--- src/rtl/run_controller_if.sv ---
// Run-control bus: restart/halt requests toward the controller, reset/status outputs back.
// The controller takes the slave modport; the harness driving it takes the master modport.
interface run_controller_if #(
    parameter int NUM_DOMAINS = 2,
    parameter int COUNT_WIDTH = 32
);
    logic                   restart_in;
    logic                   halt_in;
    logic [NUM_DOMAINS-1:0] domain_reset_out;
    logic [COUNT_WIDTH-1:0] cycle_count;
    logic                   running;
    logic                   done;
    logic                   timeout;

    modport master (
        output restart_in,
        output halt_in,
        input  domain_reset_out,
        input  cycle_count,
        input  running,
        input  done,
        input  timeout
    );

    modport slave (
        input  restart_in,
        input  halt_in,
        output domain_reset_out,
        output cycle_count,
        output running,
        output done,
        output timeout
    );
endinterface

--- src/rtl/run_controller.sv ---
// Run controller: holds NUM_DOMAINS resets, releases them staggered, counts run cycles and ends
// the run on halt or budget expiry. Optional RUN_CTRL_SIM_STOP_EN adds a simulation stop at run end.
module run_controller #(
    parameter int NUM_DOMAINS    = 2,
    parameter int HOLD_CYCLES    = 10,
    parameter int STAGGER_CYCLES = 2,
    parameter int RUN_BUDGET     = 50,
    parameter int COUNT_WIDTH    = 32
) (
    input  logic             clock,
    input  logic             reset,
    run_controller_if.slave  ctrl
);
    typedef enum logic [1:0] {
        ST_HOLD,
        ST_RELEASE,
        ST_RUN,
        ST_DONE
    } state_t;

    localparam int HOLD_W   = (HOLD_CYCLES > 1) ? $clog2(HOLD_CYCLES + 1) : 1;
    localparam int STAG_MAX = (STAGGER_CYCLES > 0) ? STAGGER_CYCLES : 1;
    localparam int STAG_W   = (STAG_MAX > 1) ? $clog2(STAG_MAX + 1) : 1;
    localparam int IDX_W    = (NUM_DOMAINS > 1) ? $clog2(NUM_DOMAINS) : 1;

    localparam logic [HOLD_W-1:0]      HOLD_LAST = HOLD_W'(HOLD_CYCLES - 1);
    localparam logic [STAG_W-1:0]      STAG_LAST = STAG_W'(STAG_MAX - 1);
    localparam logic [IDX_W-1:0]       IDX_LAST  = IDX_W'(NUM_DOMAINS - 1);
    localparam logic [COUNT_WIDTH-1:0] COUNT_MAX = '1;
    localparam logic [COUNT_WIDTH-1:0] BUDGET    = COUNT_WIDTH'(RUN_BUDGET);
    // With a single domain or no stagger, every domain leaves reset on the last HOLD edge.
    localparam bit DIRECT_RUN = (NUM_DOMAINS == 1) || (STAGGER_CYCLES == 0);

    state_t                 state_reg, state_next;
    logic [HOLD_W-1:0]      hold_cnt_reg, hold_cnt_next;
    logic [STAG_W-1:0]      stag_cnt_reg, stag_cnt_next;
    logic [IDX_W-1:0]       dom_idx_reg, dom_idx_next;
    logic [NUM_DOMAINS-1:0] domain_reset_reg, domain_reset_next;
    logic [COUNT_WIDTH-1:0] cycle_count_reg, cycle_count_next;
    logic                   running_reg, running_next;
    logic                   done_reg, done_next;
    logic                   timeout_reg, timeout_next;

    logic                   restart;
    logic                   halt;
    logic                   hold_done;
    logic                   step_done;
    logic                   last_step;
    logic [COUNT_WIDTH-1:0] count_inc;
    logic                   budget_hit;

    assign restart    = ctrl.restart_in;
    assign halt       = ctrl.halt_in;
    assign hold_done  = (state_reg == ST_HOLD) && (hold_cnt_reg == HOLD_LAST);
    assign step_done  = (state_reg == ST_RELEASE) && (stag_cnt_reg == STAG_LAST);
    assign last_step  = step_done && (dom_idx_reg == IDX_LAST);
    assign count_inc  = (cycle_count_reg == COUNT_MAX) ? cycle_count_reg
                                                       : cycle_count_reg + COUNT_WIDTH'(1);
    assign budget_hit = (RUN_BUDGET != 0) && (count_inc == BUDGET);

    always_ff @(posedge clock or negedge reset) begin
        if (!reset) begin
            state_reg <= ST_HOLD;
        end else begin
            state_reg <= state_next;
        end
    end

    always_comb begin
        state_next = state_reg;
        if (restart) begin
            state_next = ST_HOLD;
        end else begin
            case (state_reg)
                ST_HOLD:    if (hold_done) state_next = DIRECT_RUN ? ST_RUN : ST_RELEASE;
                ST_RELEASE: if (last_step) state_next = ST_RUN;
                ST_RUN:     if (halt || budget_hit) state_next = ST_DONE;
                default:    state_next = state_reg;
            endcase
        end
    end

    // Each domain has its own release condition; once released it stays released until restart.
    for (genvar gi = 0; gi < NUM_DOMAINS; gi++) begin : g_domain
        logic release_now;
        if (gi == 0 || STAGGER_CYCLES == 0) begin : g_first
            assign release_now = hold_done;
        end else begin : g_staggered
            assign release_now = step_done && (dom_idx_reg == IDX_W'(gi));
        end
        assign domain_reset_next[gi] = restart     ? 1'b1 :
                                       release_now ? 1'b0 : domain_reset_reg[gi];
    end

    always_comb begin
        hold_cnt_next    = hold_cnt_reg;
        stag_cnt_next    = stag_cnt_reg;
        dom_idx_next     = dom_idx_reg;
        cycle_count_next = cycle_count_reg;
        running_next     = running_reg;
        done_next        = done_reg;
        timeout_next     = timeout_reg;
        if (restart) begin
            hold_cnt_next    = '0;
            stag_cnt_next    = '0;
            dom_idx_next     = '0;
            cycle_count_next = '0;
            running_next     = 1'b0;
            done_next        = 1'b0;
            timeout_next     = 1'b0;
        end else begin
            case (state_reg)
                ST_HOLD: begin
                    if (hold_done) begin
                        hold_cnt_next = '0;
                        dom_idx_next  = IDX_W'(1);
                        running_next  = DIRECT_RUN;
                    end else begin
                        hold_cnt_next = hold_cnt_reg + HOLD_W'(1);
                    end
                end
                ST_RELEASE: begin
                    if (step_done) begin
                        stag_cnt_next = '0;
                        dom_idx_next  = dom_idx_reg + IDX_W'(1);
                        if (last_step) running_next = 1'b1;
                    end else begin
                        stag_cnt_next = stag_cnt_reg + STAG_W'(1);
                    end
                end
                ST_RUN: begin
                    cycle_count_next = count_inc;
                    // A halt on the expiry edge still reports a requested stop, not a timeout.
                    if (halt) begin
                        done_next    = 1'b1;
                        timeout_next = 1'b0;
                        running_next = 1'b0;
                    end else if (budget_hit) begin
                        done_next    = 1'b1;
                        timeout_next = 1'b1;
                        running_next = 1'b0;
                    end
                end
                default: begin
                end
            endcase
        end
    end

    always_ff @(posedge clock or negedge reset) begin
        if (!reset) begin
            hold_cnt_reg     <= '0;
            stag_cnt_reg     <= '0;
            dom_idx_reg      <= '0;
            domain_reset_reg <= '1;
            cycle_count_reg  <= '0;
            running_reg      <= 1'b0;
            done_reg         <= 1'b0;
            timeout_reg      <= 1'b0;
        end else begin
            hold_cnt_reg     <= hold_cnt_next;
            stag_cnt_reg     <= stag_cnt_next;
            dom_idx_reg      <= dom_idx_next;
            domain_reset_reg <= domain_reset_next;
            cycle_count_reg  <= cycle_count_next;
            running_reg      <= running_next;
            done_reg         <= done_next;
            timeout_reg      <= timeout_next;
        end
    end

    assign ctrl.domain_reset_out = domain_reset_reg;
    assign ctrl.cycle_count      = cycle_count_reg;
    assign ctrl.running          = running_reg;
    assign ctrl.done             = done_reg;
    assign ctrl.timeout          = timeout_reg;

`ifdef RUN_CTRL_SIM_STOP_EN
`ifndef SYNTHESIS
    always @(posedge clock) begin
        if (reset && !restart && state_reg == ST_RUN && state_next == ST_DONE) begin
            $display("run end: cycles=%0d timeout=%0b", count_inc, timeout_next);
            $stop;
        end
    end
`endif
`else
    // Without the simulation stop the block contains no system tasks.
`endif

endmodule
--- src/flat_wrapper.sv ---
// flat-port wrapper written by rule: the top's interface ports become plain ports
module run_controller_flat 
#(
    parameter int NUM_DOMAINS    = 2,
    parameter int HOLD_CYCLES    = 10,
    parameter int STAGGER_CYCLES = 2,
    parameter int RUN_BUDGET     = 50,
    parameter int COUNT_WIDTH    = 32
)
  (clock, reset, ctrl_restart_in, ctrl_halt_in, ctrl_domain_reset_out, ctrl_cycle_count, ctrl_running, ctrl_done, ctrl_timeout);
  run_controller_if #(.NUM_DOMAINS(NUM_DOMAINS), .COUNT_WIDTH(COUNT_WIDTH)) ctrl_i ();
  input  logic clock;
  input  logic reset;
  input wire logic [$bits(ctrl_i.restart_in)-1:0] ctrl_restart_in;
  input wire logic [$bits(ctrl_i.halt_in)-1:0] ctrl_halt_in;
  output wire logic [$bits(ctrl_i.domain_reset_out)-1:0] ctrl_domain_reset_out;
  output wire logic [$bits(ctrl_i.cycle_count)-1:0] ctrl_cycle_count;
  output wire logic [$bits(ctrl_i.running)-1:0] ctrl_running;
  output wire logic [$bits(ctrl_i.done)-1:0] ctrl_done;
  output wire logic [$bits(ctrl_i.timeout)-1:0] ctrl_timeout;
  assign ctrl_i.restart_in = ctrl_restart_in;
  assign ctrl_i.halt_in = ctrl_halt_in;
  assign ctrl_domain_reset_out = ctrl_i.domain_reset_out;
  assign ctrl_cycle_count = ctrl_i.cycle_count;
  assign ctrl_running = ctrl_i.running;
  assign ctrl_done = ctrl_i.done;
  assign ctrl_timeout = ctrl_i.timeout;
  run_controller #(.NUM_DOMAINS(NUM_DOMAINS), .HOLD_CYCLES(HOLD_CYCLES), .STAGGER_CYCLES(STAGGER_CYCLES), .RUN_BUDGET(RUN_BUDGET), .COUNT_WIDTH(COUNT_WIDTH)) u_core (.clock(clock), .reset(reset), .ctrl(ctrl_i));
endmodule
--- config.mk ---
export PLATFORM = sky130hd
export DESIGN_NAME = run_controller_flat
export DESIGN_NICKNAME = d
export VERILOG_FILES = /design/src/rtl/run_controller_if.sv /design/src/rtl/run_controller.sv /design/src/flat_wrapper.sv
export SDC_FILE = /design/constraint.sdc
export NUM_CORES = 1
export LEC_CHECK = 0
export CAP_MARGIN = 5
export CORE_UTILIZATION = 56
export DETAILED_ROUTE_END_ITERATION = 7
export PLACE_DENSITY = 0.81
export SYNTH_ARGS = -nofsm -noshare
export SYNTH_HDL_FRONTEND = slang
export SYNTH_SLANG_ARGS = --single-unit
--- constraint.sdc ---
create_clock -name clock -period 3.9 [get_ports clock]
set_input_delay 0.78 -clock clock [delete_from_list [all_inputs] [get_ports clock]]
set_output_delay 0.78 -clock clock [all_outputs]
set_load 0.01 [all_outputs]
* Word-level counts from Yosys, hierarchy flattened *
Index checks and enable logic that the tools add are counted.
W data, S select, Z words.

cells by class
  mux-type cells = 35
  equal/unequal tests = 11
  reduce and logical (&&, ||, !) cells = 17
  add/sub/neg operators = 4

operators with widths
  operator                 number
  $mux W32                 3
  $add A32 B1 Y32 const B  1
  $eq A32 B32 Y1 const B   1
  $eq A32 B6 Y1 const B    1
  $mux W1                  19
  $mux W2                  7
  $mux W4                  3
  $ne A3 B2 Y1 const B     4
  $reduce_bool A2 Y1       5
  $pmux W2 S3              1
  $reduce_bool A3 Y1       2
  $reduce_and A5 Y1        1
  $add A4 B1 Y4 const B    1
  $eq A2 B1 Y1 const B     2
  $eq A4 B4 Y1 const B     1
  $ne A4 B3 Y1 const B     1
  $reduce_and A4 Y1        1
  $reduce_bool A4 Y1       1
  $logic_and A1 B1 Y1      3
  $pmux W1 S3              1
  $reduce_and A3 Y1        1
  $add A2 B1 Y2 const B    1
  $eq A2 B2 Y1 const B     1
  $logic_not A2 Y1         1
  other kinds (4)          4

storage, ports and cells
  word-level logic and storage cells = 77
  register bits = 46
  bits of input ports = 4

* Depth between registers and ports, before layout *
Gate-level depths: netlist of run 1.

  depth after elaboration = 7
  mapped depth = 12
  gate-level depth less buffers = 10

* Worst setup path before layout of run 1 *
No wires, ideal clock.

  path type = flip-flop to flip-flop
  from = register u_core.cycle_count_reg[0], in the netlist u_core.ctrl.cycle_count[0]
  to = register u_core.running_reg, in the netlist u_core.ctrl.running
  clock period less this slack = 2967 ps
  buffers on the path = 1
  library setup time = 121 ps
  slack = 933 ps
  stages on the path, launching flop included = 12
  arrival = 2846 ps
  cells stage by stage = dfrtp_1 > ha_1 > nand3_4 > or4_1 > buf_2 > nor2_1 > mux2_2 > nor2_1 > nand4_1 > nor4_4 > o311ai_1 > o22a_1

between the ends
  cells in the longest elaborated chain, start to end = 5
  elaborated cells between the ends (all ways) = 6

ends and longest elaborated chain
  element                                                   RTL line                                    RTL
  start, declared                                           run_controller.sv:39                        logic [COUNT_WIDTH-1:0] cycle_count_reg, cycle_count_next;
  start signal, assigned                                    run_controller.sv:165                       cycle_count_reg <= cycle_count_next;
  $add A32 B1 Y32 / $eq A32 B32 Y1 (equally long branches)  run_controller.sv:58, run_controller.sv:57
  $mux W32 (*)                                              run_controller.sv:57                        assign count_inc = (cycle_count_reg == COUNT_MAX) ? cycle_count_reg
  $eq A32 B6 Y1 (*)                                         run_controller.sv:59                        assign budget_hit = (RUN_BUDGET != 0) && (count_inc == BUDGET);
  $ne A4 B3 Y1 (no source line) (*)                         --
  $reduce_and A5 Y1 (no source line) (*)                    --
  end signal, assigned                                      run_controller.sv:166                       running_reg <= running_next;
  end, declared                                             run_controller.sv:40                        logic running_reg, running_next;

Every way passes the cells marked *; elsewhere a longest branch is shown, timed or not.
A chain may end at the register's enable or synchronous reset.

* Worst setup path after layout of run 1 *
  from = register u_core.cycle_count_reg[0], in the netlist u_core.ctrl.cycle_count[0]
  to = register u_core.state_reg[1]

between the ends
  cells in the longest elaborated chain, start to end = 6
  elaborated cells between the ends (all ways) = 7

ends and longest elaborated chain
  element                                                   RTL line                                    RTL
  $add A32 B1 Y32 / $eq A32 B32 Y1 (equally long branches)  run_controller.sv:58, run_controller.sv:57
  $mux W32 (*)                                              run_controller.sv:57
  $eq A32 B6 Y1 (*)                                         run_controller.sv:59
  $logic_or A1 B1 Y1 (*)                                    run_controller.sv:77                        ST_RUN: if (halt || budget_hit) state_next = ST_DONE;
  $ne A3 B2 Y1 (no source line) (*)                         --
  $reduce_and A4 Y1 (no source line) (*)                    --
  end signal, assigned                                      run_controller.sv:65                        state_reg <= state_next;
  end, declared                                             run_controller.sv:34                        state_t state_reg, state_next;

Marks and branches as above.

==> flow_summary.toml, run 1 <==
[outcome]
status = "complete, no violations"

[cts]
ctsHoldBuffers = 0
htreeDepth = 2
tritoncts = "built"
cts_sinks = 46
post_cts_buffers = 0
postCtsResizedCells = 0
cts-root-buf = "clkbuf_8"
clock_latency_ns = 0.30
clkTransAtPathRegs_ns = 0.09
clock_path_buffers = 2
numCtsBuffers = 5

[routing]
drc = 0
drt-vias-per-instance = 6.097
drt-pass1-iter-count = 5
drtIter0Drc = 317
routed_wl_mm = 7.707
drtAntennaViolNets = 0
via_count = 2890
wl_per_cell_um = 16.26

[yosys]
synth_area_leaders = "dfrtp_1 35%, nor2_1 5.9%, xor2_1 5.5%"
synth.distinct_cells = 58
synth_ff_type = "dfrtp_1"
synthArstFlopShare = 1.000
ys_ff_latch = 46
postSynthCellCount = 377
synth_top_area_frac = 0.3478
syn_avg_cell_area_um2 = 8.397
yosysWarnings = 0
syn-num-nets = 387
yosys.area.top_type = "dfrtp_1"
synth_edf_count = 0
ys_seq_area_frac = 0.3644
syn_area_um2 = 3166

[worst_setup_path]
critPathMaxFanout = 9
path_buf_inv = 0
worstSetupStartpointType = "register"
slowest_delay_ns = 0.70
crit_type = "reg -> reg"
worstSetupStartpoint = "u_core.ctrl.cycle_count[0]"
reg2reg_from = "u_core.ctrl.cycle_count[0]"
crit_slowest_cell = "nor4_1"
endpoint_kind = "register"
cp.arrival_ns = 3.51
cpMostUsedCell = "o21ai_1"
cp.required_ns = 4.08
path_cells = "ha_1, nand3_4, nor4_1, nand3_1, a311oi_1, a31oi_1, a2111o_1, o21a_1, o21ai_1, o21ai_1"
cpLargestDelayFamily = "compound AO/OA/AOI/OAI gates"

[placed_design]
place_area_um2 = 3551
numPortBuffers = 40
gp_congestion = 0.9537
dp_hpwl_mm = 5.605

[sta]
rsz0062_at_grt = "no"
fin_skew_ns = 0.007606
setup_violations = 0
finalSetupTns_ns = 0
worst_slew_margin_rel = 0.3180
fmax_ghz = 0.3002
slew_violations = 0
fin_crit_sh = 0.8542
holdWs_ns = 0.4905
hold_viol = 0
worst_pin_slew_ns = 1.023
post-route-min-period_ns = 3.331

[cells_and_area]
final_cell_mix = "50 x nor2_1, 44 x dfrtp_1, 41 x nand2_1"
final_util = 0.6687
num_antenna_cells = 0
fin_area_um2 = 3660
syn_to_final_growth_pct = 15.61
drive_gt1_frac = 0.07214
layout.cells.most_common = "nor2_1"
fin_nets = 411
largest_register_ff_count = 32

[min_path]
min_from = "u_core.ctrl.domain_reset_out[1]"
hold_path_class = "reg -> reg"

[power]
power_density_nw_per_um2 = 308.0
vdd_drop_max_uv = 260.3
leakage_nw = 1.426
total_power_mw = 1.127

[grt]
grt_max_degree = 49
antenna_found_initial = 0
track_usage = 0.2640
grt_pass1_wl_mm = 12.58
grt_pass1_vias = 2646
grt-ovfl-total = 0

[floorplan]
core-area_um2 = 5473
die_h_um = 77.19
dieWidth_um = 77.19
rows = 27
ioPinCount = 41
dieArea_um2 = 5958
start_util = 0.5784

[job]
drv_cap = 0
==> path summary, 6_finish.rpt <==
| check | endpoint | slack [ns] | depth (start not counted) |
|---|---|---|---|
| worst max register to register | u_core.state_reg[1] | 0.57 | 10 |
| worst min register to register | u_core.ctrl.domain_reset_out[1] | 0.49 | 2 |
| min in group asynchronous | u_core.ctrl.cycle_count[23] | 0.64 | 1 |
| max in group asynchronous | u_core.hold_cnt_reg[2] | 2.61 | 1 |
| worst max-delay path | u_core.state_reg[1] | 0.57 | 10 |
| worst min-delay path | u_core.ctrl.domain_reset_out[1] | 0.49 | 2 |
==> report_power, final <==
group,internal (mW),total (mW),switching (mW)
clock network,0.189,0.354,0.165
logic,0.0910,0.225,0.134
registers,0.512,0.548,0.0357
total,0.792,1.13,0.335
==> logic make-up after synthesis <==
| logic type | share of synthesized area |
|---|---|
| and+or+nand+nor | 0.3312 |
| AOI/OAI and AO/OA | 0.1178 |
| DFF | 0.3644 |
| buffers and inverters | 0.04822 |
| xor gates and xnor gates | 0.09131 |
| muxes | 0.02332 |
| adders and majority gates | 0.02371 |
==> layer usage <==
metal / wire [µm] / GRT usage / share of wire / up-vias
met3: 320 / 0.04286 / 0.042 / 15
met2: 3860 / 0.4460 / 0.50 / 88
met1: 3422 / 0.3492 / 0.44 / 1407
met5: 0 / 0 / 0 / -
met4: 104 / 0.07170 / 0.013 / 0
li1: - / - / - / 1380
==> cell usage after synthesis (all sizes together), types with 4 or more instances <==
master   n
clkbuf  12
xnor2   13
a311oi   4
nor4     7
nor3b    4
mux2i    4
and3    11
buf     13
inv     10
nor3     6
ha       6
xor2    20
dfrtp   44
or3      9
nand4   19
nand2   41
a21oi    9
o21ai   23
and2     6
nand3   16
nor2    50
==> through the flow <==
stage               setup slack, ns  std cells
floorplan                    0.9327        377
global placement             0.7987        466
detailed placement           0.7073        466
CTS                          0.6467        474
global route                 0.3014        474
finish                       0.5687        474
==> layout make-up <==
class	instances	area, µm²
well taps	72	90.09
repair buffers	42	410.4
inverters	10	37.54
clock inverters	3	40.04
fillers	478	1813
flip-flops and latches	46	1154
clock buffers	5	68.82
multi-input cells	296	1859
==> worst register-to-register path, delay by kind of cell (launching register included) <==
| family | cells | cell delay (ns) |
|---|---|---|
| compound gates | 6 | 1.23 |
| fa+ha+maj | 1 | 0.30 |
| flops | 1 | 0.48 |
| simple gates | 3 | 1.19 |
(Power assumes the default switching activity.)
==> inputs of run 2 (changes only) <==
Settings changed: HOLD_SLACK_MARGIN from default to 0.1, PLACE_DENSITY 0.81 to default, PLACE_DENSITY_LB_ADDON from default to 0.25.
==> run 2 against run 1 <==
  * Clock-buffer cell count up 1
  * Wire length increased by 2.5%
  * Non-clock buffer count is 1 higher
  * Critical path type unchanged
  * Critical path depth fell by 2
  * Highest routed layer unchanged
==> flow_summary.toml, run 2 (synthesized netlist as in run 1, its figures left out) <==
[sta]
worst_pin_slew_ns = 1.299
finalSetupTns_ns = 0
fin_skew_ns = 0.01390
post-route-min-period_ns = 3.446
fin_crit_sh = 0.8835
worst_slew_margin_rel = 0.1322
slew_violations = 0
rsz0062_at_grt = "no"
hold_viol = 0
fmax_ghz = 0.2902
setup_violations = 0

[min_path]
whs_path_depth = 2
hold_path_class = "reg -> reg"

[floorplan]
core-area_um2 = 5473
dieArea_um2 = 5958
dieWidth_um = 77.19
die_h_um = 77.19
rows = 27
start_util = 0.5784
ioPinCount = 41

[worst_setup_path]
cp.required_ns = 4.10
worstSetupStartpointType = "register"
cp.arrival_ns = 3.64
ff2ff_path_depth = 8
crit_end = "u_core.ctrl.cycle_count[23]"
regToRegSetupSlack_ns = 0.45
worstSetupStartpoint = "u_core.ctrl.cycle_count[15]"
endpoint_kind = "register"
reg2reg_from = "u_core.ctrl.cycle_count[15]"
crit_type = "reg -> reg"
reg2reg_to = "u_core.ctrl.cycle_count[23]"
critPathMaxFanout = 16

[cts]
numCtsBuffers = 5
ctsHoldBuffers = 0
post_cts_buffers = 0
cts_sinks = 46
postCtsResizedCells = 0
clock_path_buffers = 2
tritoncts = "built"
htreeDepth = 2
clkTransAtPathRegs_ns = 0.10
clock_latency_ns = 0.32
cts-root-buf = "clkbuf_8"

[routing]
drt-vias-per-instance = 6.189
drt-pass1-iter-count = 7
routed_wl_mm = 7.901
via_count = 2940
wl_per_cell_um = 16.63
drtIter0Drc = 290
drtAntennaViolNets = 0
drc = 0

[outcome]
status = "complete, no violations"

[power]
power_density_nw_per_um2 = 295.5
vdd_drop_max_uv = 271.1
leakage_nw = 1.418

[cells_and_area]
drive_gt1_frac = 0.07196
fin_nets = 412
fillCellCount = 475
largest_register_ff_count = 32
layout.cells.most_common = "nor2_1"
final_util = 0.6660
syn_to_final_growth_pct = 15.14
final_cell_mix = "50 x nor2_1, 44 x dfrtp_1, 41 x nand2_1"
num_antenna_cells = 0

[grt]
track_usage = 0.2811
grt-ovfl-total = 0
antenna_found_initial = 0
grt_max_degree = 49
grt_pass1_wl_mm = 13.28
grt_pass1_vias = 2768

[placed_design]
dp_hpwl_mm = 5.567
gp_congestion = 0.9757
numPortBuffers = 40

[job]
drv_cap = 0
run 2: changes by cell type in the layout (fill, tap and decap cells not counted):
cell,delta
buf_4,+1
clkbuf_1,+1
clkinv_2,-1
clkinv_4,+1
bufinv_16,-1
run 2: how the worst min path moves through the flow:
stage | from | end
global route | u_core.hold_cnt_reg[3] | u_core.hold_cnt_reg[3]
CTS | u_core.ctrl.domain_reset_out[1] | u_core.ctrl.domain_reset_out[1]
detailed placement | u_core.ctrl.domain_reset_out[1] | u_core.ctrl.domain_reset_out[1]
floorplan | u_core.hold_cnt_reg[3] | u_core.hold_cnt_reg[3]
global placement | u_core.ctrl.domain_reset_out[1] | u_core.ctrl.domain_reset_out[1]
finish | u_core.ctrl.domain_reset_out[1] | u_core.ctrl.domain_reset_out[1]
run 2: area by class of cell:
| type | count | area, µm² | area share |
|---|---|---|---|
| Multi-Input combinational cell | 296 | 1859 | 0.5101 |
| Sequential cell | 46 | 1154 | 0.3165 |
| Inverter | 10 | 37.54 | 0.01030 |
| Clock buffer | 6 | 72.57 | 0.01991 |
| Tap cell | 72 | 90.09 | 0.02472 |
| Clock inverter | 2 | 13.76 | 0.003776 |
| Timing Repair Buffer | 43 | 417.9 | 0.1147 |
run 2: power by group:
group	internal (mW)	leakage [nW]	switching, mW
Sequential	0.512	0.630	0.0350
Combinational	0.0901	0.743	0.135
Clock	0.127	0.0452	0.178
Total	0.729	1.42	0.348
run 2: worst max-delay path, stage by stage, from the launching register on:
cell	delay [ns]
dfrtp_1	0.48
and3_1	0.27
and4_1	0.30
and3_1	0.25
nor2b_1	1.00
nand2_1	0.45
nor4_1	0.36
xnor2_1	0.16
nor2_1	0.05
run 2: per-layer routing:
metal | track usage | up-vias | share of wire
met2 | 0.4469 | 117 | 0.47
met1 | 0.3690 | 1418 | 0.45
met4 | 0.1283 | 0 | 0.022
li1 | - | 1383 | -
met3 | 0.05357 | 22 | 0.063
met5 | 0 | - | 0
run 2: per-stage QoR:
step,cells,hold slack [ns],setup WS (ns),power (mW),cell area [µm²]
2_1_floorplan,377,0.4451,0.9327,0.7066,3166
3_3_place_gp,467,0.4632,0.6443,0.7704,3558
3_5_place_dp,467,0.4683,0.5699,0.7779,3558
4_1_cts,475,0.4825,0.5523,1.079,3645
5_1_grt,475,0.5244,0.2350,1.135,3645
6_report,475,0.4798,0.4543,1.077,3645
==> inputs of run 3 (changes only) <==
Settings changed: CORE_MARGIN from default to 8.
==> run 3 against run 2 <==
  * Critical path type unchanged
  * Wire length up 0.70%
  * Flip-flop and latch count unchanged
  * Largest power group unchanged
  * Die area up 40%
  * Clock power up 15%
  * Core utilization up 0.37 points
==> flow_summary.toml, run 3 (synthesized netlist as in run 1, its figures left out) <==
[outcome]
status = "complete, no violations"

[routing]
drt-pass1-iter-count = 4
via_count = 2847
routed_wl_mm = 7.956
drc = 0
wl_per_cell_um = 16.75
drtAntennaViolNets = 0
drt-vias-per-instance = 5.994
drtIter0Drc = 217

[grt]
antenna_found_initial = 0
grt-ovfl-total = 0
groute.layer.met3.usage = 0.04198
grt_use_met1 = 0.2297
track_usage = 0.1924
grt_pass1_vias = 2775
grt-busiest-layer = "met2"
grt_max_degree = 49
grt_pass1_wl_mm = 13.49
grt_use_met2 = 0.3295

[floorplan]
core-area_um2 = 5473
start_util = 0.5784
dieArea_um2 = 8315
die_h_um = 91.19
ioPinCount = 41
rows = 27
dieWidth_um = 91.19

[cts]
clock_path_buffers = 2
numCtsBuffers = 5
post_cts_buffers = 0
ctsHoldBuffers = 0
cts_sinks = 46
postCtsResizedCells = 0
htreeDepth = 2
clock_latency_ns = 0.30
cts-root-buf = "clkbuf_8"
tritoncts = "built"
clkTransAtPathRegs_ns = 0.09

[sta]
finalSetupTns_ns = 0
slew_violations = 0
fmax_ghz = 0.2920
holdWs_ns = 0.4845
fin_crit_sh = 0.8781
setup_violations = 0
rsz0062_at_grt = "no"
worst_pin_slew_ns = 1.190
post-route-min-period_ns = 3.425
setup_slack_ns = 0.4753
worst_slew_margin_rel = 0.2052
fin_skew_ns = 0.005863
hold_viol = 0

[worst_setup_path]
cp.required_ns = 4.10
crit_type = "reg -> reg"
slowest_delay_ns = 0.74
critPathMaxFanout = 9
endpoint_kind = "register"
path_buf_inv = 0
worstSetupStartpointType = "register"
crit_slowest_cell = "nor4_1"
cp.arrival_ns = 3.62
cp.depth = 10
cpLargestDelayFamily = "simple AND/OR/NAND/NOR gates"
ff2ff_path_depth = 10
path_cells = "ha_1, nand3_4, nor4_1, nand3_1, nand4b_1, xnor2_1, nand3b_1, nor4_4, o311ai_1, o22a_1"

[power]
vdd_drop_max_uv = 293.4
power_density_nw_per_um2 = 306.8
total_power_mw = 1.124
leakage_nw = 1.426

[placed_design]
place_area_um2 = 3558
place_ws_ns = 0.5725
numPortBuffers = 40
dp_hpwl_mm = 5.812
dp_cells = 467
gp_congestion = 1.029

[cells_and_area]
final_cell_mix = "50 x nor2_1, 44 x dfrtp_1, 41 x nand2_1"
fillCellCount = 479
largest_register_ff_count = 32
layout.cells.most_common = "nor2_1"
fin_nets = 412
seq_area_um2 = 1154
num_antenna_cells = 0
syn_to_final_growth_pct = 15.77
drive_gt1_frac = 0.06948
final_cells = 475
final_util = 0.6696
fin_area_um2 = 3665
multi_input_area_um2 = 1859

[min_path]
hold_path_class = "reg -> reg"
whs_path_depth = 2

[job]
drv_cap = 0
==> run 3: changes by cell type in the layout (fill, tap and decap cells not counted), sizes merged <==
| cell | previous run | this run |
|---|---|---|
| bufinv | 0 | 1 |
| clkbuf | 6 | 7 |
| clkinv | 2 | 0 |
==> run 3: power by group <==
part,internal (mW),total [mW],switching (mW)
Sequential,0.512,0.547,0.0353
Combinational,0.0906,0.225,0.135
Clock,0.192,0.352,0.160
Total,0.795,1.12,0.330
==> run 3: worst min-delay path: stages (launching register included) <==
cell	delay, ns
dfstp_2	0.38
inv_1	0.04
o21bai_1	0.07
==> run 3: layout make-up <==
class / instances / share of cell area
Tap cell: 72 / 0.02458
Sequential cell: 46 / 0.3148
Timing Repair Buffer: 43 / 0.1140
Clock buffer: 7 / 0.02083
Multi-Input combinational cell: 296 / 0.5073
Inverter: 10 / 0.01024
Clock inverter: 1 / 0.008194
==> run 3: per-layer routing <==
layer	vias up	share of wire
li1	1377	-
met1	1352	0.42
met2	101	0.49
met3	17	0.060
met4	0	0.021
met5	-	0
==> run 3: path summary, 6_finish.rpt <==
| check | startpoint | end | slack [ns] |
|---|---|---|---|
| max reg2reg | u_core.ctrl.cycle_count[0] | u_core.ctrl.running | 0.48 |
| min reg2reg | u_core.ctrl.domain_reset_out[1] | u_core.ctrl.domain_reset_out[1] | 0.48 |
| max | u_core.ctrl.cycle_count[0] | u_core.ctrl.running | 0.48 |
| max in group asynchronous | reset | u_core.ctrl.cycle_count[27] | 2.61 |
| min | u_core.ctrl.domain_reset_out[1] | u_core.ctrl.domain_reset_out[1] | 0.48 |
| min in group asynchronous | reset | u_core.ctrl.cycle_count[20] | 0.66 |
